[config.mk]
export PLATFORM = sky130hd
export DESIGN_NAME = dedup_stream_ctrl
export DESIGN_NICKNAME = d
export VERILOG_FILES = /design/src/rtl/dedup_pkg.sv /design/src/rtl/dedup_collapse_core.sv /design/src/rtl/dedup_stream_ctrl.sv
export SDC_FILE = /design/constraint.sdc
export NUM_CORES = 1
export LEC_CHECK = 0
export ABC_AREA = 0
export CAP_MARGIN = 15
export CORE_MARGIN = 3
export CORE_UTILIZATION = 51
export CTS_CLUSTER_DIAMETER = 200
export DETAILED_ROUTE_END_ITERATION = 6
export PLACE_DENSITY = 0.78
export SLEW_MARGIN = 20
export SYNTH_ARGS = -nofsm -noshare
export SYNTH_HDL_FRONTEND = slang
export SYNTH_HIERARCHICAL = 1
export SYNTH_SLANG_ARGS = --single-unit
[constraint.sdc]
create_clock -name clk -period 18.9 [get_ports clk]
set_clock_uncertainty 0.2 [all_clocks]
set_input_delay 3.78 -clock clk [delete_from_list [all_inputs] [get_ports clk]]
set_output_delay 3.78 -clock clk [all_outputs]
set_load 0.005 [all_outputs]
[src/rtl/dedup_pkg.sv]
// Shared types and constants for the adjacent-duplicate-collapse stream controller.
package dedup_pkg;

  localparam int BYTE_W = 8;

  typedef enum logic [1:0] {
    LOAD    = 2'd0,
    COMPUTE = 2'd1,
    DRAIN   = 2'd2
  } state_t;

  // Width needed to hold a count in the range 0..n.
  function automatic int calc_cw(input int n);
    return $clog2(n + 1);
  endfunction

endpackage

[src/rtl/dedup_collapse_core.sv]
// Combinational collapse of adjacent duplicate bytes in buf_flat[0..len-1],
// packing the surviving bytes in order into res_flat[0..count-1].
module dedup_collapse_core
  import dedup_pkg::*;
#(
  parameter int N  = 8,
  parameter int CW = calc_cw(N)
) (
  input  logic [N*BYTE_W-1:0] buf_flat,
  input  logic [CW-1:0]       len,
  output logic [N*BYTE_W-1:0] res_flat,
  output logic [CW-1:0]       count
);

  logic [BYTE_W-1:0] buf_arr [N];
  logic [N-1:0]      keep;
  logic [CW-1:0]     rank [N];

  genvar gi;
  generate
    for (gi = 0; gi < N; gi++) begin : g_keep
      assign buf_arr[gi] = buf_flat[gi*BYTE_W +: BYTE_W];
      if (gi == N - 1) begin : g_tail
        assign keep[gi] = (CW'(gi) < len);
      end else begin : g_body
        // The element at len-1 survives regardless of whatever stale byte follows it.
        assign keep[gi] = (CW'(gi) < len) &&
                          ((CW'(gi + 1) == len) ||
                           (buf_flat[gi*BYTE_W +: BYTE_W] != buf_flat[(gi+1)*BYTE_W +: BYTE_W]));
      end
    end
  endgenerate

  // rank[i] is the output slot an element at index i lands in when kept.
  always_comb begin
    rank[0] = '0;
    for (int i = 1; i < N; i++) begin
      rank[i] = rank[i-1] + CW'(keep[i-1]);
    end
  end

  assign count = rank[N-1] + CW'(keep[N-1]);

  generate
    for (gi = 0; gi < N; gi++) begin : g_slot
      logic [BYTE_W-1:0] slot;
      always_comb begin
        slot = '0;
        for (int i = 0; i < N; i++) begin
          if (keep[i] && (rank[i] == CW'(gi))) begin
            slot = buf_arr[i];
          end
        end
      end
      assign res_flat[gi*BYTE_W +: BYTE_W] = slot;
    end
  endgenerate

endmodule

[src/rtl/dedup_stream_ctrl.sv]
// Frame loader / collapse / replay controller: buffers an input byte frame,
// collapses adjacent duplicates in one cycle, then drains unique bytes downstream.
module dedup_stream_ctrl
  import dedup_pkg::*;
#(
  parameter int N  = 8,
  parameter int CW = calc_cw(N)
) (
  input  logic              clk,
  input  logic              rst,
  input  logic              in_valid,
  output logic              in_ready,
  input  logic [BYTE_W-1:0] in_data,
  input  logic              in_last,
  output logic              out_valid,
  input  logic              out_ready,
  output logic [BYTE_W-1:0] out_data,
  output logic              out_last,
  output logic [CW-1:0]     unique_count,
  output logic              frame_done,
  output logic              busy
);

  localparam int IW = $clog2(N);

  state_t            state_reg;
  logic [CW-1:0]     wr_ptr_reg;
  logic [CW-1:0]     rd_ptr_reg;
  logic [CW-1:0]     len_reg;
  logic [CW-1:0]     unique_count_reg;
  logic [BYTE_W-1:0] buf_mem [N];
  logic [BYTE_W-1:0] res_mem [N];

  logic [N*BYTE_W-1:0] buf_flat;
  logic [N*BYTE_W-1:0] core_res_flat;
  logic [CW-1:0]       core_count;

  logic in_fire;
  logic closing;
  logic out_fire;
  logic last_beat;

  genvar gi;
  generate
    for (gi = 0; gi < N; gi++) begin : g_flat
      assign buf_flat[gi*BYTE_W +: BYTE_W] = buf_mem[gi];
    end
  endgenerate

  dedup_collapse_core #(
    .N  (N),
    .CW (CW)
  ) u_core (
    .buf_flat (buf_flat),
    .len      (len_reg),
    .res_flat (core_res_flat),
    .count    (core_count)
  );

  assign in_ready  = (state_reg == LOAD);
  assign in_fire   = in_valid && in_ready;
  assign closing   = in_fire && (in_last || (wr_ptr_reg == CW'(N - 1)));
  assign out_valid = (state_reg == DRAIN);
  assign out_fire  = out_valid && out_ready;
  assign last_beat = (rd_ptr_reg == (unique_count_reg - CW'(1)));

  assign out_data     = res_mem[rd_ptr_reg[IW-1:0]];
  assign out_last     = out_valid && last_beat;
  assign unique_count = unique_count_reg;
  // An aborting reset in the same cycle as the final handshake must not report completion.
  assign frame_done   = out_fire && last_beat && !rst;
  assign busy         = !((state_reg == LOAD) && (wr_ptr_reg == '0));

  always_ff @(posedge clk) begin
    if (rst) begin
      state_reg        <= LOAD;
      wr_ptr_reg       <= '0;
      rd_ptr_reg       <= '0;
      len_reg          <= '0;
      unique_count_reg <= '0;
    end else begin
      case (state_reg)
        LOAD: begin
          if (in_fire) begin
            wr_ptr_reg <= wr_ptr_reg + CW'(1);
          end
          if (closing) begin
            len_reg   <= wr_ptr_reg + CW'(1);
            state_reg <= COMPUTE;
          end
        end
        COMPUTE: begin
          unique_count_reg <= core_count;
          rd_ptr_reg       <= '0;
          state_reg        <= DRAIN;
        end
        DRAIN: begin
          if (out_fire) begin
            if (last_beat) begin
              wr_ptr_reg <= '0;
              rd_ptr_reg <= '0;
              state_reg  <= LOAD;
            end else begin
              rd_ptr_reg <= rd_ptr_reg + CW'(1);
            end
          end
        end
        default: state_reg <= LOAD;
      endcase
    end
  end

  // Input buffer needs no reset: entries at or beyond len are never observed.
  always_ff @(posedge clk) begin
    if (in_fire) begin
      buf_mem[wr_ptr_reg[IW-1:0]] <= in_data;
    end
  end

  generate
    for (gi = 0; gi < N; gi++) begin : g_res
      always_ff @(posedge clk) begin
        if (rst) begin
          res_mem[gi] <= '0;
        end else if (state_reg == COMPUTE) begin
          res_mem[gi] <= core_res_flat[gi*BYTE_W +: BYTE_W];
        end
      end
    end
  endgenerate

endmodule
==> results of run 1 <==
kinds of logic (layout without fill, tap and decap cells):
family / count (synthesis) / in the layout / synth area share [%]
AOI/OAI and AO/OA: 294 / 294 / 21.21
and+or+nand+nor: 428 / 428 / 19.85
DFF: 149 / 149 / 38.82
adders and majority gates: 20 / 20 / 2.415
muxes: 29 / 29 / 5.103
buffers and inverters: 152 / 112 / 5.969
xor gates and xnor gates: 76 / 76 / 6.630
worst min-delay path, cell delays in order, from the launching register on:
cell and delay (ps):
dfxtp_1 330, nand2_1 60, a21oi_1 50
metrics by stage:
stage                     setup WS (ps)  hold WS [ps]  cell area (µm²)
after floorplan                   10660         258.0            10980
after global placement             9364         278.4            11210
after detailed placement           9316         289.5            11210
after CTS                          9325         297.6            11800
after global routing               9191         329.6            11820
final                              9310         295.4            11820
final timing paths:
kind / to / cells after the start / startpoint
worst max-delay path: frame_done / 3 / rst
worst min-delay path: unique_count[1]$_SDFFE_PP0P_ / 2 / unique_count[1]$_SDFFE_PP0P_
worst max register to register: res_mem[1][0]$_SDFFCE_PN0P_ / 18 / len_reg[3]$_SDFFE_PP0P_
worst min register to register: unique_count[1]$_SDFFE_PP0P_ / 2 / unique_count[1]$_SDFFE_PP0P_
layout by cell type, fill, tap and decap left out, types with 14 or more instances in the layout:
master	n
dfxtp_1	21
inv_1	41
o31ai_1	16
nor2_1	119
mux4_1	16
xnor2_1	44
ha_1	18
o211ai_1	19
a222oi_1	15
o21ai_0	16
a22oi_1	24
clkdlybuf4s50_1	29
nand4_1	14
nor3_1	19
a21oi_1	15
xor2_1	27
edfxtp_1	128
o221ai_1	18
nand3_1	21
a31oi_1	28
o22ai_1	17
and2_1	71
a221o_1	17
nand2_1	95
nand2b_1	15
a211oi_1	22
clkbuf_16	17
routing by layer:
metal  part of all wire (%)  vias up
met5                      0        -
met4                    4.9        0
met3                     12      119
met2                     43      633
met1                     41     4438
li1                       -     4241
cell usage after synthesis (all sizes together), types with 22 or more instances:
library cell	number	area [µm²]
edfxtp	128	3844
nor2	122	465.5
nand2	95	356.6
and2	71	444.2
clkbuf	56	212.7
buf	55	289.0
xnor2	45	401.6
inv	41	153.9
a31oi	28	175.2
xor2	27	236.5
a211oi	25	202.7
nor3	25	145.1
a22oi	24	180.2
nand3	22	115.1
cell type report:
class                      instances  share of cell area, %
multi-input combinational        847                  51.55
sequential                       149                  36.06
clock buffer                      19                  3.661
timing repair buffer              40                  3.153
tap                              275                  2.910
clock inverter                    12                  1.365
inverter                          41                  1.302
report_power, final:
group	internal, W	total, W	switching, W
Sequential	0.000368	0.000376	0.00000811
Clock	0.000218	0.000348	0.000130
Combinational	0.0000252	0.0000658	0.0000405
==> implementation parameters, run 1 <==
Parameter                              Value

Yosys
  Seq/Total Area, Yosys    38.82%
  Post-synthesis async set-or-reset flop share    0%
  Avg Synthesized Cell Area    9.568 µm²
  Post-Syn Area    10980 µm²
  Top flip-flop cell by instance count after synthesis    edfxtp_1
  Warnings from Yosys    6
  Nets in the synthesized netlist    1181
  Distinct cell type count of the synthesized netlist    80
  Number of enable-type register cells in the synthesized netlist    128
  Number of synthesized register bits    149
  Post-synthesis cell count    1148

Critical path
  Arrival time at the worst endpoint    5610 ps
  Worst Path Required    ~15000 ps
  Cell chain of the critical path    clkdlybuf4s50_1 -> nor4_1 -> clkdlybuf4s50_1
  Largest fanout on the critical path    24
  Critical Path Sink Type    output port
  Slowest stage cell, crit path    clkdlybuf4s50_1
  Setup CP Type    in -> out
  Crit path top cell by count    clkdlybuf4s50_1
  Worst reg2reg setup slack    about 11000 ps
  Kind of launch point of the worst setup path    primary input
  Gate family responsible for the most delay along the worst path    buffers and inverters
  Maximum cell stage delay along the critical path    820 ps
  Crit path buffers/inverters    2

Timing
  Setup Viol. Count Final    0
  Unrepaired setup endpoints after global routing    false
  Worst-margin pin slew    1112 ps
  Setup Total Neg Slack    0 ps
  Number of max-slew violations in the final report    0
  Slew Limit Headroom    between 20% and 30%
  Final period utilization    50.74%
  FMAX    0.1043 GHz
  Final number of hold-violating endpoints    0
  Crit path time final    9590 ps

Global route
  Pin count of the biggest net entering global routing    65
  Global-route usage over all layers    27.66%
  Vias in the first global route    8397
  First-pass GRT wire length    50260 µm
  Initial antenna violation count    0
  Met1 track utilization from global routing    a little under two fifths
  Fraction of met2 tracks used by global routing    40.95%
  GR peak layer    met2
  Grt met3 use    under 10%
  Grt ovf    0

Layout
  Area taken by multi-input logic gates    6095 µm²
  Post-route insts no fill    1383
  Fraction of final layout cells with drive strength greater than 1    a little over 7%
  Final cell utilization of the core    56.07%
  Nets@finish    1129
  FILL cells    1836
  Layout-stage area growth over the synthesis result    7.643%
  Final antenna diode count    0
  Combined flip-flop and latch cell area    4264 µm²

Floorplanning
  Chip Height    about 150 µm
  Core box area    approximately 21000 µm²
  Cell Rows    53
  Number of placed I/O pins    30
  Die Span X    152.8 µm
  Die Outline Area    about 23000 µm²
  Initial standard-cell utilization of the core    52.09%

Placed design
  Sum of net half-perimeters after detailed placement    23740 µm
  Placed Cells incl. Taps    1352
  Final RePlAce weighted congestion    0.9791
  Input/output buffers    29

Detailed routing
  Residual DRC count    0
  Via count normalized by instance count    ~6.8
  Wire length reported by the detailed router    33470 µm
  Routed vias    9431
  Residual antenna-violating net count after detailed routing    0
  DRT Pass-1 Iters    7
  Average routed wire per standard cell    roughly 24 µm
  Number of violations reported at the end of detailed-routing iteration 0    1630

Clock tree
  Number of H-tree levels    4
  Clock sink total    149
  Clk_lat worst skew    430 ps
  Clock buffer depth    2
  Number of buffers inserted to repair setup after CTS    0
  Total of hold buffers inserted after clock tree synthesis    0
  Clk slew on worst S/H paths    60 ps
  Clock tree root driver cell    clkbuf_16
  Num CTS Buffers    17
  Post-cts gate resize count    0
  TritonCTS clock tree    done

Pwr
  Power density over the cells    66.78 nW/µm²
  IR drop worst, VDD    roughly 0.000062 V
  Pleak    4.117 nW
  Total power after layout    0.0007896 W

Min path
  Type of the most critical hold path    reg -> reg

Status
  Run status    finished, final reports clean

Job
  # Max-Cap Violations    0
Power figures use the tool's default switching activity.
==> run 2, diff against run 1 <==
==> constraint.sdc (replaced) <==
create_clock -name clk -period 10 [get_ports clk]
set_clock_uncertainty 0.2 [all_clocks]
set_input_delay 2 -clock clk [delete_from_list [all_inputs] [get_ports clk]]
set_output_delay 2 -clock clk [all_outputs]
set_load 0.005 [all_outputs]
==> run 2 against run 1 <==
The flow now finishes with violations (design-rule violations). Cell count increased by 0.43%. Final area increased by 0.23%. Non-clock buffer count increased by 5. Critical endpoint is now res_mem[1][0]$_SDFFCE_PN0P_.
==> implementation parameters, run 2 (same netlist as run 1, synthesis figures left out) <==
Parameter                              Value

Global route
  Pin count of the biggest net entering global routing    65 (unchanged)
  Initial antenna violation count    0 (unchanged)
  Global-route usage over all layers    28.74% (+1.1 points)
  Vias in the first global route    8678 (+3.3%)
  First-pass GRT wire length    51980 µm (+3.4%)
  Grt ovf    0 (unchanged)

Timing
  Setup Viol. Count Final    0 (unchanged)
  Final period utilization    75.36%
  Unrepaired setup endpoints after global routing    false
  Worst-margin pin slew    1110 ps (-2.010 ps)
  Number of max-slew violations in the final report    0 (unchanged)
  Final Hold Slack    295.9 ps (+0.5330 ps)
  FMAX    0.1327 GHz
  Crit path time final    7536 ps
  Setup Total Neg Slack    0 ps (unchanged)
  Slew Limit Headroom    25.72% (+0.43 points)
  Final number of hold-violating endpoints    0 (unchanged)

Critical path
  R2R cell count    18 (unchanged)
  Endpoint of the most critical register-to-register path    res_mem[1][0]$_SDFFCE_PN0P_
  Slowest stage cell, crit path    a2111oi_0
  Kind of launch point of the worst setup path    flop
  Largest fanout on the critical path    19 (-21%)
  Crit path top cell by count    ha_1
  Cell chain of the critical path    or2_2 -> o2111ai_1 -> o41ai_1 -> inv_1 -> fa_1 -> ha_1 -> fa_1 -> ha_1 -> ha_1 -> ha_1 -> nor2b_1 -> a21oi_1 -> o21ai_1 -> o21ai_1 -> nor2_1 -> a2111oi_0 -> a21oi_1 -> and2_1
  Worst Path Required    9990 ps (-4930 ps)
  Setup CP Type    reg -> reg
  Arrival time at the worst endpoint    7520 ps (+1910 ps)
  Maximum cell stage delay along the critical path    800 ps (-20 ps)
  R2R Path Start    len_reg[3]$_SDFFE_PP0P_
  Worst reg2reg setup slack    2460 ps (-8830 ps)
  Critical Path Sink Type    flop

Placed design
  Sum of net half-perimeters after detailed placement    24540 µm (+3.4%)
  Final RePlAce weighted congestion    0.9932 (+1.4%)
  Input/output buffers    29 (unchanged)

Pwr
  IR drop worst, VDD    0.0001190 V (+91%)
  Power density over the cells    126.2 nW/µm² (+89%)
  Pleak    4.146 nW (+0.69%)

Layout
  Most frequent cells in the layout    edfxtp_1, nor2_1, nand2_1
  Fraction of final layout cells with drive strength greater than 1    7.810% (+0.77 points)
  Final antenna diode count    0 (unchanged)
  Nets@finish    1134 (+0.44%)
  Layout-stage area growth over the synthesis result    7.894%
  Commonest non-fill, non-tap cell in the layout    edfxtp_1

Clock tree
  Number of H-tree levels    4 (unchanged)
  Clk_lat worst skew    440 ps (about the same)
  Clk slew on worst S/H paths    70 ps (about the same)
  Total of hold buffers inserted after clock tree synthesis    0 (unchanged)
  Num CTS Buffers    17 (unchanged)
  Number of buffers inserted to repair setup after CTS    0 (unchanged)
  TritonCTS clock tree    done
  Clock tree root driver cell    clkbuf_16
  Clock sink total    149 (unchanged)
  Post-cts gate resize count    0 (unchanged)
  Clock buffer depth    2 (unchanged)

Detailed routing
  Wire length reported by the detailed router    34560 µm (+3.2%)
  Residual antenna-violating net count after detailed routing    0 (unchanged)
  Number of violations reported at the end of detailed-routing iteration 0    1606 (-1.5%)
  DRT Pass-1 Iters    7 (unchanged)
  Via count normalized by instance count    6.864 (+0.66%)
  Average routed wire per standard cell    24.88 µm (+2.8%)
  Residual DRC count    14 (+14)
  Routed vias    9534 (+1.1%)

Floorplanning
  Cell Rows    53 (unchanged)
  Number of placed I/O pins    30 (unchanged)
  Initial standard-cell utilization of the core    52.09% (unchanged)
  Die Outline Area    23330 µm² (unchanged)
  Core box area    21090 µm² (unchanged)
  Die Span X    152.8 µm (unchanged)
  Chip Height    152.8 µm (unchanged)

Min path
  Worst min-delay path startpoint    rd_ptr_reg[3]$_SDFFE_PP0P_
  Worst Hold Path EP    rd_ptr_reg[3]$_SDFFE_PP0P_
  Type of the most critical hold path    reg -> reg
  Hold Path Cell Cnt    2 (unchanged)

Status
  Violations in the final reports    design-rule violations
  Run status    finished with violations

Job
  # Max-Cap Violations    0 (unchanged)
run 2: cell count changes in the layout (fill, tap and decap cells not counted), moves of 3 or more:
cell,previous run,this run
clkinv_1,3,0
buf_4,11,16
inv_8,0,6
bufinv_16,4,1
clkinv_2,3,0
inv_6,0,4
run 2: worst max-delay path: cells and delay by family (launching register included):
kind                     cells  cell delay, ps
adder cells (fa/ha/maj)      6            2760
AO/OA/AOI/OAI                7            2410
AND/OR/NAND/NOR              4            1030
flip-flops                   1             730
buffers and inverters        1             180
run 2: cell type report:
class / count / area (µm²)
clock buffer: 17 / 425.4
fill: 1854 / 9236
multi-input combinational: 847 / 6073
tap: 275 / 344.1
inverter: 41 / 153.9
timing repair buffer: 45 / 410.4
clock inverter: 15 / 180.2
sequential: 149 / 4264
run 2: per-stage QoR:
stage | power, W | util, % | setup WS (ps) | cell area, µm² | instances
after floorplan | 0.0007955 | - | 3651 | 10980 | 1148
after global routing | 0.001539 | 56.20 | 2200 | 11850 | 1389
after detailed placement | 0.0008444 | 53.33 | 2732 | 11250 | 1357
final | 0.001496 | 56.20 | 2464 | 11850 | 1389
after global placement | 0.0008419 | 53.33 | 2953 | 11250 | 1357
after CTS | 0.001498 | 56.20 | 2695 | 11850 | 1389
run 2: worst max path at each step:
stage | start | end | slack (ps) | depth (start not counted)
3_5_place_dp | len_reg[3]$_SDFFE_PP0P_ | res_mem[1][0]$_SDFFCE_PN0P_ | 2730 | 18
4_1_cts | len_reg[3]$_SDFFE_PP0P_ | res_mem[1][0]$_SDFFCE_PN0P_ | 2690 | 18
6_report | len_reg[3]$_SDFFE_PP0P_ | res_mem[1][0]$_SDFFCE_PN0P_ | 2460 | 18
3_3_place_gp | len_reg[3]$_SDFFE_PP0P_ | res_mem[1][0]$_SDFFCE_PN0P_ | 2950 | 18
2_1_floorplan | len_reg[3]$_SDFFE_PP0P_ | res_mem[4][0]$_SDFFCE_PN0P_ | 3650 | 21
5_1_grt | len_reg[3]$_SDFFE_PP0P_ | res_mem[1][0]$_SDFFCE_PN0P_ | 2200 | 18
run 2: report_power, final:
part / switching (W) / internal, W / leakage [nW]
registers: 0.0000151 / 0.000695 / 1.42
logic: 0.0000765 / 0.0000479 / 2.43
clock network: 0.000302 / 0.000360 / 0.292
run 2: metal layers:
| layer | up-vias | GRT usage [%] | part of all wire (%) |
|---|---|---|---|
| li1 | 4256 | - | - |
| met1 | 4504 | 39.01 | 40 |
| met2 | 651 | 44.62 | 44 |
| met3 | 123 | 6.049 | 11 |
| met4 | 0 | 12.81 | 4.8 |
| met5 | - | 0 | 0 |
==> edit 1 (flow settings as in run 2) <==
Encoding of `state_t`: now one-hot (3 bits for 3 states).
--- a/src/rtl/dedup_pkg.sv
+++ b/src/rtl/dedup_pkg.sv
@@ -5,6 +5,6 @@
 
-  typedef enum logic [1:0] {
-    LOAD    = 2'd0,
-    COMPUTE = 2'd1,
-    DRAIN   = 2'd2
+  typedef enum logic [2:0] {
+    LOAD    = 3'b001,
+    COMPUTE = 3'b010,
+    DRAIN   = 3'b100
   } state_t;
Function: same outputs for any inputs over 4 cycles, from zero or initial values and one cycle with rst high; so few cycles prove little.
==> edit 1 against run 2 <==
- total power decreased by 3.1%
- final cell count grew 1.4%
- cell area grew 3.3%
- synthesized cell count is 1.7% higher
- sequential cell count grew 1
- area after synthesis grew 3.8%
- critical path depth down 3
- setup slack improved by 0.24 ns
- wire length about the same
- critical path type unchanged
- largest power group unchanged
==> edit 1: results <==
group,metric,value,unit
cells_and_area,multi_input_area_share,53.1,%
global_route,use_met3,5.87,%
global_route,grt_pass1_wl,52700,um
sta,worst_pin_slew,1.12,ns
cells_and_area,drive_above_1_share,11.1,%
synth,syn-num-nets,1201,
synth,netlist_top_cells_area,"edfxtp_1 34%, mux2i_1 6.0%, and2_1 5.2%",
drt,first_pass_iters,6,
global_route,track_usage,28.3,%
cells_and_area,num-fill-cells,1874,
cells_and_area,seq_share,35.0,%
synth,ys_seq_area_share,37.6,%
global_route,met1_usage,40.6,%
global_route,grt_max_degree,65,
placement,dp_hpwl,25700,um
synth,ys_ff_latch,150,
cells_and_area,fin_nets,1149,
power_and_ir_drop,p_leak,4.57,nW
placement,place_congestion,1.01,
cells_and_area,clk_share,4.66,%
drt,met2WireLength,15000,um
setup_path,reg2regPathDepth,15,
synth,synth_cell_types,88,
hold_path,hp-class,"register to register",
setup_path,reg2reg_slack,2.70,ns
hold_path,holdCritStartpoint,"unique_count[3]",
global_route,grt_pass1_vias,8648,
setup_path,critPathMaxFanout,14,
hold_path,whs_endpoint,"unique_count[3]",
setup_path,cp_top_family,"simple AND/OR/NAND/NOR gates",
global_route,use_met2,42.2,%
cells_and_area,nClkBuffers,18,
drt,dr_wl_met3,3230,um
power_and_ir_drop,seq_power,0.000708,W
power_and_ir_drop,clkPwrFrac,43.1,%
setup_path,slowest_stage,"xor2_1",
setup_path,timing.rr.end,"res_mem[3][3]",
synth,ys.flop_type,"edfxtp_1",
drt,via_count,9357,
clock_network,cts_buffers,17,
drt,routedWlPerCell,24.5,um
setup_path,r2r-start,"buf_mem[3][1]",
cells_and_area,multi_input_gates,865,
cells_and_area,buffer_area_share,3.11,%
global_route,grt_antenna_before_repair,0,
drt,drt-met1-wl,14900,um
synth,synth_commonest_cells,"128 x edfxtp_1, 94 x and2_1, 94 x nor2_1, 77 x nand2_1, 68 x mux2i_1",
setup_path,crit_arrival,7.29,ns
clock_network,cts_resized,0,
setup_path,critPathMaxStageDelay,0.86,ns
power_and_ir_drop,p_sw,0.000373,W
sta,hold_slack,0.313,ns
outcome,status,"finished clean",
drt,drt-initial-drc-count,1306,
power_and_ir_drop,irDropWorstVdd,0.165,mV
cells_and_area,n_all_buffers,41,
edit 1: cell count changes in the layout (fill, tap and decap cells not counted), moves of 18 or more:
| cell | run 2 | this run |
|---|---|---|
| a211o_1 | 2 | 25 |
| a211oi_1 | 22 | 3 |
| a21oi_1 | 15 | 36 |
| and2_1 | 71 | 94 |
| mux2i_1 | 5 | 68 |
| nand2_1 | 95 | 77 |
| nor2_1 | 119 | 93 |
edit 1: per-stage QoR:
step	instances	setup slack (ns)	area, um^2	util [%]	total power, W
floorplan	1168	4.34	11400	-	0.000790
global placement	1377	2.91	11600	53.1	0.000831
detailed placement	1377	2.71	11600	53.1	0.000833
CTS	1409	2.69	12200	55.7	0.00145
global route	1409	2.35	12200	55.9	0.00149
finish	1409	2.70	12200	55.9	0.00145
edit 1: cell families after synthesis:
kind of cell    Yosys count  synth area share, %
compound gates          272                 18.9
xor+xnor                 75                 6.38
simple gates            405                 19.0
mux                      93                 10.0
fa+ha+maj                20                 2.33
buf+inv                 153                 5.86
flops                   150                 37.6
==> edit 2 (settings of run 2) <==
Made on the original files. The package constant `BYTE_W` goes from 8 to 10.
--- a/src/rtl/dedup_pkg.sv
+++ b/src/rtl/dedup_pkg.sv
@@ -3,3 +3,3 @@
 
-  localparam int BYTE_W = 8;
+  localparam int BYTE_W = 10;
 
Ports: changed (resized in_data and out_data); port bits go from 30 to 34. No check against the original RTL was run, so the function may have changed too.
==> edit 2 against run 2 <==
- the run still ends with design-rule violations left
- total power grew 14%
- largest power group unchanged
- setup slack better by 0.079 ns
- cell area is 20% higher
- wire length rose by 24%
- global-route usage increased by 1.5 points
- area after synthesis grew 20%
- sequential cell count is 32 higher
- critical path type unchanged
==> edit 2: results <==
group,metric,value,unit
drt,met2WireLength,18000,um
power_and_ir_drop,p_leak,4.67,nW
global_route,grt_max_degree,81,
cells_and_area,buffer_area_share,3.43,%
placement,io_buffers,33,
synth,synthAdderAreaFrac,2.01,%
cells_and_area,num-fill-cells,2162,
setup_path,slowest_stage,"dfxtp_1",
synth,ys_ff_latch,181,
outcome,status,"finished with violations",
global_route,grt_pass1_vias,10400,
setup_path,crit_arrival,7.45,ns
cells_and_area,multi_input_area_share,52.0,%
synth,synth_commonest_cells,"160 x edfxtp_1, 120 x nand2_1, 107 x and2_1, 78 x clkbuf_1, 67 x nor2_1",
setup_path,critPathMaxFanout,27,
synth,synthXorXnorAreaFrac,6.59,%
drt,drcViolationCount,2,
cells_and_area,n_all_inverters,18,
power_and_ir_drop,irDropWorstVdd,0.110,mV
cells_and_area,seq_area,0.00523,mm^2
outcome,violations,"design-rule violations",
sta,max-slew-margin-rel,26.3,%
power_and_ir_drop,sequentialPowerShare,50.8,%
setup_path,reg2reg_slack,2.54,ns
synth,synth_cell_types,86,
cells_and_area,drive_above_1_share,12.5,%
synth,netlist_top_cells_area,"edfxtp_1 36%, and2_1 5.1%, xor2_1 3.6%",
setup_path,timing.rr.end,"res_mem[2][8]",
global_route,use_met3,8.97,%
drt,drt-vias-per-instance,6.99,
cells_and_area,n_all_buffers,52,
setup_path,endpoint,"res_mem[2][8]",
==> edit 2: cell count changes after synthesis, sizes merged, moves of 20 or more <==
| cell | run 2 | this run |
|---|---|---|
| a21o | 0 | 20 |
| a221oi | 9 | 31 |
| and2 | 71 | 109 |
| clkbuf | 56 | 81 |
| edfxtp | 128 | 160 |
| inv | 41 | 18 |
| mux2 | 8 | 40 |
| nand2 | 95 | 121 |
| nor2 | 122 | 70 |
| xor2 | 27 | 57 |
==> edit 2: stage by stage <==
stage	hold WS [ns]	total power (W)	worst slack [ns]	util (%)
2_1_floorplan	0.258	0.000958	4.10	-
3_3_place_gp	0.299	0.00101	2.97	53.3
3_5_place_dp	0.299	0.00101	2.75	53.3
4_1_cts	0.310	0.00170	2.71	55.8
5_1_grt	0.347	0.00175	2.23	56.0
6_report	0.313	0.00170	2.54	56.0
